File: src/rtl/wb_mailbox.sv
// wb_mailbox: Wishbone classic responder bridging CPU and hardware through TX/RX FIFOs
// with status, control and a level interrupt on programmable FIFO conditions.
module wb_mailbox #(
   parameter int DEPTH = 8
) (
   input  logic        wb_clk_i,
   input  logic        wb_rst_i,
   input  logic [31:0] wb_adr_i,
   input  logic [31:0] wb_dat_i,
   input  logic [3:0]  wb_sel_i,
   input  logic        wb_we_i,
   input  logic        wb_cyc_i,
   input  logic        wb_stb_i,
   input  logic [2:0]  wb_cti_i,
   input  logic [1:0]  wb_bte_i,
   output logic [31:0] wb_dat_o,
   output logic        wb_ack_o,
   output logic        wb_err_o,
   output logic        wb_rty_o,
   output logic [31:0] tx_data_o,
   output logic        tx_valid_o,
   input  logic        tx_ready_i,
   input  logic [31:0] rx_data_i,
   input  logic        rx_valid_i,
   output logic        rx_ready_o,
   output logic        irq_o
);
   localparam int AW = $clog2(DEPTH);
   localparam int CW = AW + 1;
   logic [31:0] tx_mem [DEPTH];
   logic [31:0] rx_mem [DEPTH];
   logic [AW-1:0] tx_wp, tx_rp, rx_wp, rx_rp;
   logic [CW-1:0] tx_cnt, rx_cnt, tx_cnt_n, rx_cnt_n;
   logic rx_irq_en, tx_irq_en, rx_en_n, tx_en_n;
   logic tx_full, tx_empty, rx_full, rx_empty;
   logic req, acc_err, ctrl_wr, tx_push, tx_pop, rx_push, rx_pop, tx_flush, rx_flush;
   logic [3:0] off;
   logic [31:0] status, rd_data;
   logic unused;
   assign unused = ^{wb_cti_i, wb_bte_i, wb_adr_i[31:6], wb_adr_i[1:0], wb_sel_i[3:1]};
   assign off = wb_adr_i[5:2];
   assign tx_full = tx_cnt == CW'(DEPTH);
   assign tx_empty = tx_cnt == '0;
   assign rx_full = rx_cnt == CW'(DEPTH);
   assign rx_empty = rx_cnt == '0;
   assign req = wb_cyc_i & wb_stb_i & ~wb_ack_o & ~wb_err_o;
   assign acc_err = (off >= 4'd4) | (wb_we_i & off == 4'd0 & tx_full) | (~wb_we_i & off == 4'd1 & rx_empty);
   assign ctrl_wr = req & wb_we_i & off == 4'd3 & wb_sel_i[0];
   assign tx_push = req & wb_we_i & off == 4'd0 & ~tx_full;
   assign rx_pop = req & ~wb_we_i & off == 4'd1 & ~rx_empty;
   assign tx_flush = ctrl_wr & wb_dat_i[2];
   assign rx_flush = ctrl_wr & wb_dat_i[3];
   assign tx_pop = tx_valid_o & tx_ready_i;
   assign rx_push = rx_valid_i & ~rx_full;
   assign tx_valid_o = ~tx_empty;
   assign rx_ready_o = ~rx_full;
   assign tx_data_o = tx_mem[tx_rp];
   assign wb_rty_o = 1'b0;
   assign status = {8'd0, 8'(rx_cnt), 8'(tx_cnt), 4'd0, rx_empty, rx_full, tx_empty, tx_full};
   always_comb begin
      tx_cnt_n = tx_flush ? '0 : tx_cnt + CW'(tx_push) - CW'(tx_pop);
      rx_cnt_n = rx_flush ? '0 : rx_cnt + CW'(rx_push) - CW'(rx_pop);
      rx_en_n = ctrl_wr ? wb_dat_i[0] : rx_irq_en;
      tx_en_n = ctrl_wr ? wb_dat_i[1] : tx_irq_en;
      rd_data = (wb_we_i | acc_err) ? '0 :
                off == 4'd1 ? rx_mem[rx_rp] :
                off == 4'd2 ? status :
                off == 4'd3 ? {30'd0, tx_irq_en, rx_irq_en} : '0;
   end
   always_ff @(posedge wb_clk_i) begin
      if (wb_rst_i) begin
         wb_ack_o <= 1'b0;
         wb_err_o <= 1'b0;
         wb_dat_o <= '0;
         tx_wp <= '0;
         tx_rp <= '0;
         rx_wp <= '0;
         rx_rp <= '0;
         tx_cnt <= '0;
         rx_cnt <= '0;
         rx_irq_en <= 1'b0;
         tx_irq_en <= 1'b0;
         irq_o <= 1'b0;
      end else begin
         wb_ack_o <= req & ~acc_err;
         wb_err_o <= req & acc_err;
         wb_dat_o <= req ? rd_data : '0;
         tx_wp <= tx_flush ? '0 : tx_wp + AW'(tx_push);
         tx_rp <= tx_flush ? '0 : tx_rp + AW'(tx_pop);
         rx_wp <= rx_flush ? '0 : rx_wp + AW'(rx_push);
         rx_rp <= rx_flush ? '0 : rx_rp + AW'(rx_pop);
         tx_cnt <= tx_cnt_n;
         rx_cnt <= rx_cnt_n;
         rx_irq_en <= rx_en_n;
         tx_irq_en <= tx_en_n;
         irq_o <= (rx_en_n & (rx_cnt_n != '0)) | (tx_en_n & (tx_cnt_n == '0));
      end
   end
   always_ff @(posedge wb_clk_i) begin
      if (!wb_rst_i && tx_push) tx_mem[tx_wp] <= wb_dat_i;
      if (!wb_rst_i && rx_push) rx_mem[rx_wp] <= rx_data_i;
   end
endmodule

File: config.mk
export PLATFORM = sky130hd
export DESIGN_NAME = wb_mailbox
export DESIGN_NICKNAME = d
export VERILOG_FILES = /design/src/rtl/wb_mailbox.sv
export SDC_FILE = /design/constraint.sdc
export NUM_CORES = 1
export LEC_CHECK = 0
export ABC_CLOCK_PERIOD_IN_PS = 6300
export BUFFER_PORTS_ARGS = -buffer_cell sky130_fd_sc_hd__buf_4
export CORE_AREA = 2 2 194 196
export DETAILED_ROUTE_END_ITERATION = 10
export DIE_AREA = 0 0 196 198
export PLACE_DENSITY_LB_ADDON = 0.08
export SYNTH_ARGS = -nofsm -noshare
export SYNTH_HDL_FRONTEND = slang
export SYNTH_SLANG_ARGS = --single-unit
File: constraint.sdc
create_clock -name wb_clk_i -period 6.3 [get_ports wb_clk_i]
set_clock_uncertainty 0.15 [all_clocks]
set_input_delay 0.63 -clock wb_clk_i [delete_from_list [all_inputs] [get_ports wb_clk_i]]
set_output_delay 0.63 -clock wb_clk_i [all_outputs]
set_load 0.005 [all_outputs]
# == Word level (Yosys, flattened, before mapping) ==
# Memories as Yosys holds them, arrays and structs flattened. A register that Yosys moved wholly into a read port is not among the register bits.
# Cells that the tools add are included.
# Widths: inputs -> output; s select.
# word_totals
ff_bits,57
mem_bits_rw,512
input_bits,112
out_inout_bits,70
elab_cells,88
memories,2
# classes
n_addsub,8
order_cmp,1
eq_ne,5
n_mux,13
n_bitwise,36
n_reduce_logical,11
# memory_table
memory,words,width,read_ports,rd_ports_with_merged_regs,write_ports,line_no,source
rx_mem,8,32,1,1,1,31,logic [31:0] rx_mem [DEPTH];
tx_mem,8,32,1,1,1,30,logic [31:0] tx_mem [DEPTH];
# ops
operator,count
$mux 32,1
$and 1x1->1,23
$mux 20,1
$logic_not 4->1,4
$add 3x1->3,4
$not 1->1,9
$add 4x1->4,2
$eq 4x2->1 const B,2
$eq 4x4->1 const B,2
$mux 4,2
$sub 4x1->4,2
$mux 1,6
$mux 3,2
$eq 4x1->1 const B,1
$ge 4x3->1 const B,1
$or 1x1->1,4
$reduce_bool 4->1,1
$reduce_or 2->1,2
$reduce_or 3->1,1
$logic_and 1x1->1,2
$mux 2,1
$logic_not 1->1,1

# == Logic depth before layout (Yosys ltp) ==
# Gate-level depths: netlist of the first run.
# logic_depth
word_depth,12
ltp_mapped,13
mapped_depth_nobuf,13

# == Worst setup path before layout of the first run ==
# No wires, ideal clock.
# synth_timing
kind,in2reg
startpoint,in wb_stb_i
endpoint,"mem tx_mem[6][0], enable pin"
setup_ns,0.502
arrival_time_ns,4.297
t_required_ns,5.648
path_slack_ns,1.351
cell_stages,3
n_path_buf,0
cell_sequence,nor4bb_1 -> nand4b_1 -> nor4_1
# synth_between
elab_chain_len,9
# synth_rtl
item,line_no,source
start: declaration,13,"input logic wb_stb_i,"
$and 1x1->1 (3 in series),46,assign req = wb_cyc_i & wb_stb_i & ~wb_ack_o & ~wb_err_o;
$and 1x1->1 (3 in series),49,assign tx_push = req & wb_we_i & off == 4'd0 & ~tx_full;
$logic_and 1x1->1,100,if (!wb_rst_i && tx_push) tx_mem[tx_wp] <= wb_dat_i;
$mux 1,100,
$mux 1 (not written as such),100,
end: declaration,30,
# No other way between the ends.

==> metrics.txt, run 1 <==
CTS buffer count 56; hold crit path type in -> reg; Worst EP arrival 3080 ps; Max VDD drop 0.253 mV; Clock Latency Late Sink 600 ps; Post-synth ARST share 0%; pwr dens around 340 mW/mm²; Critical Path Sink Type primary output; post-synthesis cell type count 50; Period minus WS final 3860 ps; setup bufs post-CTS 0; Die Area 0.0388 mm²; hold_buf cts 0; sequential area share after synthesis 76.9%; RSZ-0062 raised after global routing no; # port buffers 144; pin count of the biggest net entering global routing 66; clock sinks 569; Max H-tree Level 2; CTS resizes 0; Routed Antenna Nets 0; syn_nets 1123; Non-Filler Instances 1690; Die Y ~200 µm; syn_area_per_cell 21.7 µm²; Pre-antenna DRT Iters 4; yosys warns 0; FF+latch count, synth 569; Max clock buf depth 3; cell area after synthesis between 0.02 and 0.025 mm²; Least-Margin Pin Slew between 1000 and 1500 ps; I/O pins 182; # nets final between 1000 and 1500; EDFF count, synth 512; Max Cap Viol 0; FP Rows 71; grt total ovfl 0; share of post-route cells with drive strength above 1 35.5%; Final Hold Violating Endpoints 0; Final WS setup between 2000 and 2500 ps; CTS tree yes; most used flip-flop cell after synthesis edfxtp_1; detailed-route wire length roughly 40000 µm; GP Congestion between 0.7 and 0.8; Initial Utilization 58.1%; r2r setup slk 3140 ps; Lkg Pwr around 8.1 nW; relative slew slack 25.0%; Die X a little under 200 µm; core area 0.0370 mm²; Clk pin slew, worst setup/hold paths roughly 60 ps; Setup Crit Path Kind reg -> out; Crit Path Max Fanout between 40 and 50; CTS Root Cell clkbuf_16; Inst Count DP 1586; most frequent cells in the layout 512 x edfxtp_1, 166 x buf_4, 128 x mux4_2; Slew Limit Fails 0; startpoint type of the worst setup path flop; Setup WS pre-CTS 2710 ps; DRC 0; antenna violations before repair 0; number of global-route vias before repair between 10000 and 15000; number of inserted diodes 0; routed len/inst ~24 µm; total negative slack 0 ps; Synth-to-Final Area Change 16.2%; crit share post-route slightly above 60%; gr usage total 21.6%; status complete, no violations; Req. time, crit path ~5500 ps; Final setup viols 0; DP Wirelength 22100 µm; DR vias 9779; Synth Instances 991; average via count per standard cell 5.79; Peak Freq 259 MHz; commonest non-fill, non-tap cell in the layout edfxtp_1; first-pass GRT wire length 61600 µm; Layout fillers ~2400; First DRT Iteration DRCs 592
[state kept, by name, summed over array words and instances, names as in the netlist]
signal,count
wb_dat_o,32
rx_wp,3
tx_wp,3
rx_cnt,4
irq_o,1
tx_rp,3
tx_cnt,4
tx_mem,256
tx_irq_en,1
rx_irq_en,1
rx_mem,256
wb_err_o,1
rx_rp,3
wb_ack_o,1
[routing by layer]
layer / global-route usage [%] / wire, µm / vias up
met1: 28.1 / 16600 / 5104
met3: 4.48 / 1930 / 54
met4: 5.64 / 716 / 0
met5: 0 / 0 / -
li1: - / - / 4420
met2: 37.7 / 21000 / 201
[final timing paths]
check	endpoint	start	cells after the start
max	tx_data_o[10]	tx_rp[0]	4
min	rx_mem[5][12]	rx_data_i[12]	1
max reg2reg	tx_mem[3][25]	tx_cnt[2]	8
min reg2reg	wb_dat_o[18]	rx_cnt[2]	2
[worst max-delay path, cell delays in order, from the launching register on]
cell and delay (ps):
dfxtp_4 910, buf_4 550, mux4_2 580, mux2_2 280, buf_4 130
[synth_stat cells (2+ instances only)]
master	number	share of area, %
buf_2	15	0.35
nand2b_1	3	0.087
mux2i_1	21	0.98
mux2_2	32	1.7
xnor2_1	10	0.41
a22oi_1	14	0.49
a21o_1	3	0.10
nand2_1	17	0.30
ha_1	18	1.0
buf_6	3	0.16
nor3_1	7	0.16
edfxtp_1	512	72
inv_1	11	0.19
mux4_2	128	13
clkbuf_1	18	0.31
buf_1	5	0.087
fa_1	2	0.19
nor3b_1	4	0.14
dfxtp_1	57	5.3
a21oi_1	18	0.42
clkbuf_8	2	0.13
and2_1	15	0.44
and3b_1	2	0.082
nor2_1	47	0.82
nand3_1	2	0.047
[per-stage QoR]
step	utilization [%]	hold WS (ps)	total power, mW	cell area (µm²)
floorplan	-	282	5.01	21500
global route	67.5	93.5	8.81	25000
global placement	62.7	329	5.36	23200
CTS	67.5	67.7	8.57	25000
finish	67.5	108	8.46	25000
detailed placement	62.7	333	5.37	23200
[layout make-up]
type,count,area (µm²),share of cell area (%)
repair buffers,166,1250,4.99
flip-flops and latches,569,16500,66.2
clock inverters,24,201,0.807
multi-input cells,366,4760,19.1
clock buffers,80,1580,6.34
well taps,474,593,2.38
inverters,11,41.3,0.165
[cells by family (layout without fill, tap and decap cells)]
| family | Yosys count | after routing | synth area share (%) |
|---|---|---|---|
| other | 1 | 1 | 0.0175 |
| and+or+nand+nor | 113 | 113 | 2.74 |
| xor gates and xnor gates | 10 | 10 | 0.408 |
| muxes | 181 | 181 | 16.1 |
| AOI/OAI and AO/OA | 41 | 41 | 1.24 |
| DFF | 569 | 569 | 76.9 |
| adders and majority gates | 20 | 20 | 1.24 |
| buffers and inverters | 56 | 281 | 1.33 |
[report_power, final]
| part | switching [mW] | internal [mW] | leakage [nW] |
|---|---|---|---|
| Sequential | 0.126 | 4.19 | 5.08 |
| Clock | 1.32 | 1.86 | 0.860 |
| Combinational | 0.394 | 0.565 | 2.14 |
No activity file was read; power rests on OpenSTA's default activity.
==> run 2: changes to the inputs <==
--- a/config.mk
+++ b/config.mk
@@ -5,11 +5,11 @@
 export SDC_FILE = /design/constraint.sdc
 export NUM_CORES = 1
 export LEC_CHECK = 0
-export ABC_CLOCK_PERIOD_IN_PS = 6300
+export ABC_CLOCK_PERIOD_IN_PS = 3400
 export BUFFER_PORTS_ARGS = -buffer_cell sky130_fd_sc_hd__buf_4
-export CORE_AREA = 2 2 194 196
+export CORE_AREA = 2 2 205 207
 export DETAILED_ROUTE_END_ITERATION = 10
-export DIE_AREA = 0 0 196 198
+export DIE_AREA = 0 0 207 209
 export PLACE_DENSITY_LB_ADDON = 0.08
 export SYNTH_ARGS = -nofsm -noshare
 export SYNTH_HDL_FRONTEND = slang
==> constraint.sdc (replaced) <==
create_clock -name wb_clk_i -period 3.4 [get_ports wb_clk_i]
set_clock_uncertainty 0.15 [all_clocks]
set_input_delay 0.34 -clock wb_clk_i [delete_from_list [all_inputs] [get_ports wb_clk_i]]
set_output_delay 0.34 -clock wb_clk_i [all_outputs]
set_load 0.005 [all_outputs]
==> run 2 against run 1 <==
Worst hold slack worse by 83 ps; largest cell class unchanged; worst setup slack worse by 2000 ps; highest routed layer unchanged; die area is 11% higher; final area is 4.8% higher.
==> metrics.txt, run 2 (synthesis results as in run 1) <==
Final WS setup 407 ps (was 2440 ps); Clock power frac 38.8% (was 37.7%); clock sinks 569 (unchanged); core area 0.0413 mm² (was 0.0370 mm²); Final Hold Violating Endpoints 0 (unchanged); Switch Pwr 3.52 mW (was 1.84 mW); Reg power frac 48.7% (was 51.0%); Period minus WS final between 2000 and 3000 ps; Critical Path Sink Type primary output (unchanged); Die Area 0.0433 mm² (was 0.0388 mm²); # port buffers 144 (unchanged); First DRT Iteration DRCs 685 (was 592); setup bufs post-CTS 0 (unchanged); Least-Margin Pin Slew 748 ps (was 1120 ps); FP Rows 75 (was 71); Pre-antenna DRT Iters 5 (was 4); CTS buffer count 57 (was 56); relative slew slack 50.2% (was 25.0%); register area 0.0165 mm² (unchanged); Slew Limit Fails 0 (unchanged); Setup Crit Path Kind reg -> out (unchanged); Req. time, crit path 2910 ps (was 5520 ps); Lkg Pwr 8.54 nW (was 8.08 nW); antenna violations before repair 0 (unchanged); reg-to-reg startpoint tx_cnt[2] (unchanged); most used routing layer met2 (unchanged); Die Y 209 µm (was 198 µm); Max Cap Viol 0 (unchanged); Switching Share 21.7% (was 21.8%); Max VDD drop 0.594 mV (was 0.253 mV); detailed-route wire length 41900 µm (was 40300 µm); routed len/inst 22.8 µm (was 23.9 µm); GP Congestion 0.737 (was 0.759); Setup WS pre-CTS 421 ps (was 2710 ps); Logic pwr share 12.5% (was 11.3%); total power 16.2 mW (was 8.46 mW); most frequent cells in the layout 512 x edfxtp_1, 168 x buf_4, 128 x mux4_2 (was 512 x edfxtp_1, 166 x buf_4, 128 x mux4_2); hold slack 25.3 ps (was 108 ps); CTS Root Cell clkbuf_16 (unchanged); Peak Freq 334 MHz; Die X 207 µm (was 196 µm); DRC 0 (unchanged); Clock Latency Late Sink 600 ps (about the same); average via count per standard cell 5.51 (was 5.79); status complete, no violations (unchanged); Max H-tree Level 2 (unchanged); pin count of the biggest net entering global routing 42 (was 66); RSZ-0062 raised after global routing no (unchanged); # nets final 1384 (was 1302); pwr dens 619 mW/mm² (was 339 mW/mm²); crit share post-route between 80% and 90%; crit path launch tx_rp[0] (unchanged); Final setup viols 0 (unchanged); DR vias 10100 (was 9779); Max clock buf depth 3 (unchanged); Final Instance Area 0.0261 mm² (was 0.0250 mm²); Clk pin slew, worst setup/hold paths 60 ps (about the same); hold crit path type in -> reg (unchanged); first-pass GRT wire length 64700 µm (was 61600 µm); gr usage total 19.8% (was 21.6%); Synth-to-Final Area Change 21.8% (was 16.2%); number of global-route vias before repair 10900 (was 10300); Largest regs rx_mem (256), tx_mem (256), wb_dat_o (32) (unchanged); GRT met3 Usage 2.90% (was 4.48%); Routed Antenna Nets 0 (unchanged); number of inserted diodes 0 (unchanged); Internal 12.7 mW (was 6.62 mW); DP Wirelength 23100 µm (was 22100 µm); share of post-route cells with drive strength above 1 35.4% (was 35.5%); Crit Path Max Fanout 29 (was 42); grt total ovfl 0 (unchanged); Layout fillers 2889 (was 2425); commonest non-fill, non-tap cell in the layout edfxtp_1 (unchanged); I/O pins 182 (unchanged); startpoint type of the worst setup path flop (unchanged); Initial Utilization 52.0% (was 58.1%); footprint of the multi-input gates 0.00479 mm² (was 0.00476 mm²); Worst EP arrival 2500 ps (was 3080 ps); Area after DPL 0.0236 mm² (was 0.0232 mm²); met1 GRT Util 26.2% (was 28.1%); grt met2 use 34.6% (was 37.7%); total negative slack 0 ps (unchanged); hold path start wb_adr_i[5] (was rx_data_i[12]); CTS tree yes (unchanged)
==> run 2: per-stage QoR <==
step           util [%]  instances
3_3_place_gp       57.1       1667
2_1_floorplan         -        991
3_5_place_dp       57.1       1667
4_1_cts            63.3       1838
5_1_grt            63.3       1838
6_report           63.3       1838
==> run 2: power groups by stage <==
| stage | clock network [mW] | registers [mW] | logic (mW) |
|---|---|---|---|
| finish | 6.28 | 7.88 | 2.02 |
| global route | 6.70 | 7.90 | 2.22 |
| CTS | 6.43 | 7.89 | 2.07 |
| detailed placement | 0 | 8.04 | 1.99 |
| global placement | 0 | 8.03 | 1.97 |
| floorplan | 0 | 7.95 | 1.33 |
==> run 2: worst paths after layout <==
check                                endpoint  slack [ps]  depth (start not counted)
worst max-delay path            tx_data_o[12]         410                          4
worst min-delay path                 wb_err_o          30                          4
worst max register to register          irq_o         580                         11
worst min register to register   wb_dat_o[10]         340                          2
==> run 2: final cells by class <==
class                      instances  area share, %
inverter                          11          0.158
clock buffer                      85           6.52
timing repair buffer             247           8.38
tap                              539           2.58
multi-input combinational        366           18.3
clock inverter                    21          0.842
sequential                       569           63.2
==> run 2: critical path: stages (launching register included) <==
cell and delay (ps):
dfxtp_4 600, buf_12 310, mux4_2 540, mux2_2 300, buf_4 140
==> run 2: routing by layer <==
layer  vias to the layer above  share of wire (%)
met3                        72                3.7
met1                      5272                 42
met4                         0                2.1
met5                         -                  0
met2                       190                 52
li1                       4587                  -
==> run 2: what timing repair did <==
action	in CTS	in global routing
gates resized for setup	0	0
endpoints found under the setup margin	0	0
hold buffers	65	0
endpoints found under the hold margin	515	0
==> run 3: changes to the inputs <==
--- a/config.mk
+++ b/config.mk
@@ -5,11 +5,11 @@
 export SDC_FILE = /design/constraint.sdc
 export NUM_CORES = 1
 export LEC_CHECK = 0
-export ABC_CLOCK_PERIOD_IN_PS = 3400
+export ABC_CLOCK_PERIOD_IN_PS = 3200
 export BUFFER_PORTS_ARGS = -buffer_cell sky130_fd_sc_hd__buf_4
-export CORE_AREA = 2 2 205 207
+export CORE_AREA = 2 2 194 196
 export DETAILED_ROUTE_END_ITERATION = 10
-export DIE_AREA = 0 0 207 209
+export DIE_AREA = 0 0 196 198
 export PLACE_DENSITY_LB_ADDON = 0.08
 export SYNTH_ARGS = -nofsm -noshare
 export SYNTH_HDL_FRONTEND = slang
==> constraint.sdc (replaced) <==
create_clock -name wb_clk_i -period 3.2 [get_ports wb_clk_i]
set_clock_uncertainty 0.15 [all_clocks]
set_input_delay 0.32 -clock wb_clk_i [delete_from_list [all_inputs] [get_ports wb_clk_i]]
set_output_delay 0.32 -clock wb_clk_i [all_outputs]
set_load 0.005 [all_outputs]
==> run 3 against run 2 <==
Global-route usage is 2.1 points higher; worst hold slack improved by 48 ps; worst setup slack got worse by 190 ps; first-iteration DRC count shrank 24%; register-to-register slack worse by 200 ps; via count rose by 1.1%; highest routed layer unchanged.
==> metrics.txt, run 3 (synthesis results as in run 1) <==
status complete, no violations (unchanged); clock sinks 569 (unchanged); Met1 Wirelength 16700 µm (was 17600 µm); Least-Margin Pin Slew 735 ps (was 748 ps); Die Area 0.0388 mm² (was 0.0433 mm²); startpoint type of the worst setup path flop (unchanged); Max clock buf depth 3 (unchanged); Crit Path Max Fanout 22 (was 29); routed len/inst 23.2 µm (was 22.8 µm); hold slack 73.4 ps (was 25.3 ps); DRC 0 (unchanged); Req. time, crit path 2730 ps (was 2910 ps); Max H-tree Level 2 (unchanged); # port buffers 144 (unchanged); crit share post-route 93.2%; average via count per standard cell 5.78 (was 5.51); Pre-antenna DRT Iters 5 (unchanged); Final Hold Violating Endpoints 0 (unchanged); Synth-to-Final Area Change 20.5% (was 21.8%); Die X 196 µm (was 207 µm); number of global-route vias before repair 10800 (was 10900); gr usage total 22.0% (was 19.8%); Worst EP arrival 2510 ps (was 2500 ps); CTS tree yes (unchanged); detailed-route wire length 41100 µm (was 41900 µm); Setup Crit Path Kind reg -> out (unchanged); grt total ovfl 0 (unchanged); Non-Filler Instances 1771 (was 1838); Initial Utilization 58.1% (was 52.0%); Clk pin slew, worst setup/hold paths 60 ps (about the same); Peak Freq 335 MHz; CTS buffer count 55 (was 57); Lkg Pwr 8.46 nW (was 8.54 nW); RSZ-0062 raised after global routing no (unchanged); Critical Path Sink Type primary output (unchanged); CTS Root Cell clkbuf_16 (unchanged); Routed Antenna Nets 0 (unchanged); Die Y 198 µm (was 209 µm); relative slew slack 51.0% (was 50.2%); DP Wirelength 23100 µm (about the same); pin count of the biggest net entering global routing 46 (was 42); number of inserted diodes 0 (unchanged); Final setup viols 0 (unchanged); Inst Count DP 1604 (was 1667); Max Cap Viol 0 (unchanged); Largest regs rx_mem (256), tx_mem (256), wb_dat_o (32) (unchanged); pwr dens 637 mW/mm² (was 619 mW/mm²); Period minus WS final 2980 ps; DR vias 10200 (was 10100); Max VDD drop 0.548 mV (was 0.594 mV); I/O pins 182 (unchanged); commonest non-fill, non-tap cell in the layout edfxtp_1 (unchanged); FP Rows 71 (was 75); Clock Latency Late Sink 590 ps (was 600 ps); share of post-route cells with drive strength above 1 34.5% (was 35.4%); Met3 Wirelength 1920 µm (was 1530 µm); Slew Limit Fails 0 (unchanged); core area 0.0370 mm² (was 0.0413 mm²); met2 wire length 21800 µm (about the same); antenna violations before repair 0 (unchanged); Highest Signal Layer met4 (unchanged); hold crit path type in -> reg (unchanged); GP Congestion 0.778 (was 0.737); most frequent cells in the layout 512 x edfxtp_1, 169 x buf_4, 128 x mux4_2 (was 512 x edfxtp_1, 168 x buf_4, 128 x mux4_2); first-pass GRT wire length 62700 µm (was 64700 µm); # nets final 1386 (was 1384); CTS resizes 0 (unchanged); First DRT Iteration DRCs 522 (was 685)
[run 3: metal layers]
| metal | track usage [%] | up-vias |
|---|---|---|
| met1 | 28.4 | 5371 |
| met5 | 0 | - |
| met2 | 38.9 | 229 |
| li1 | - | 4582 |
| met4 | 6.59 | 0 |
| met3 | 3.49 | 47 |
[run 3: final cells by class]
class / instances / area, µm²
Inverter: 11 / 41.3
Sequential cell: 569 / 16500
Fill cell: 2337 / 11100
Clock buffer: 74 / 1520
Timing Repair Buffer: 251 / 2240
Multi-Input combinational cell: 366 / 4790
Clock inverter: 26 / 158
Tap cell: 474 / 593
[run 3: per-stage QoR]
| stage | util (%) | power (mW) | setup slack (ps) | cell area (µm²) | TNS [ps] |
|---|---|---|---|---|---|
| 2_1_floorplan | - | 9.87 | -1020 | 21500 | -98810 |
| 4_1_cts | 70.0 | 16.7 | 125 | 25900 | 0 |
| 3_3_place_gp | 63.6 | 10.6 | 240 | 23500 | 0 |
| 6_report | 70.0 | 16.5 | 217 | 25900 | 0 |
| 3_5_place_dp | 63.6 | 10.7 | 191 | 23500 | 0 |
| 5_1_grt | 70.0 | 17.1 | 49.4 | 25900 | 0 |
[run 3: what timing repair did]
action	4_1_cts	5_1_grt
hold endpoints to repair	515	0
buffers inserted	0	0
hold buffers	67	0
[run 3: worst max-delay path, stage by stage, from the launching register on]
cell	delay, ps
dfxtp_4	630
buf_4	330
mux4_2	530
mux2_2	290
buf_4	140
[run 3: final timing paths]
kind / start / slack [ps] / cells past startpoint / endpoint
worst max-delay path: tx_rp[0] / 220 / 4 / tx_data_o[16]
worst min-delay path: tx_ready_i / 70 / 4 / tx_rp[0]
worst max register to register: tx_cnt[2] / 380 / 11 / irq_o
worst min register to register: tx_cnt[2] / 310 / 2 / wb_dat_o[10]
[run 3: power by group]
part | internal [mW] | leakage [nW] | switching, mW
clock | 3.39 | 0.827 | 2.57
sequential | 8.25 | 5.08 | 0.142
combinational | 1.23 | 2.55 | 0.908
total | 12.9 | 8.46 | 3.62
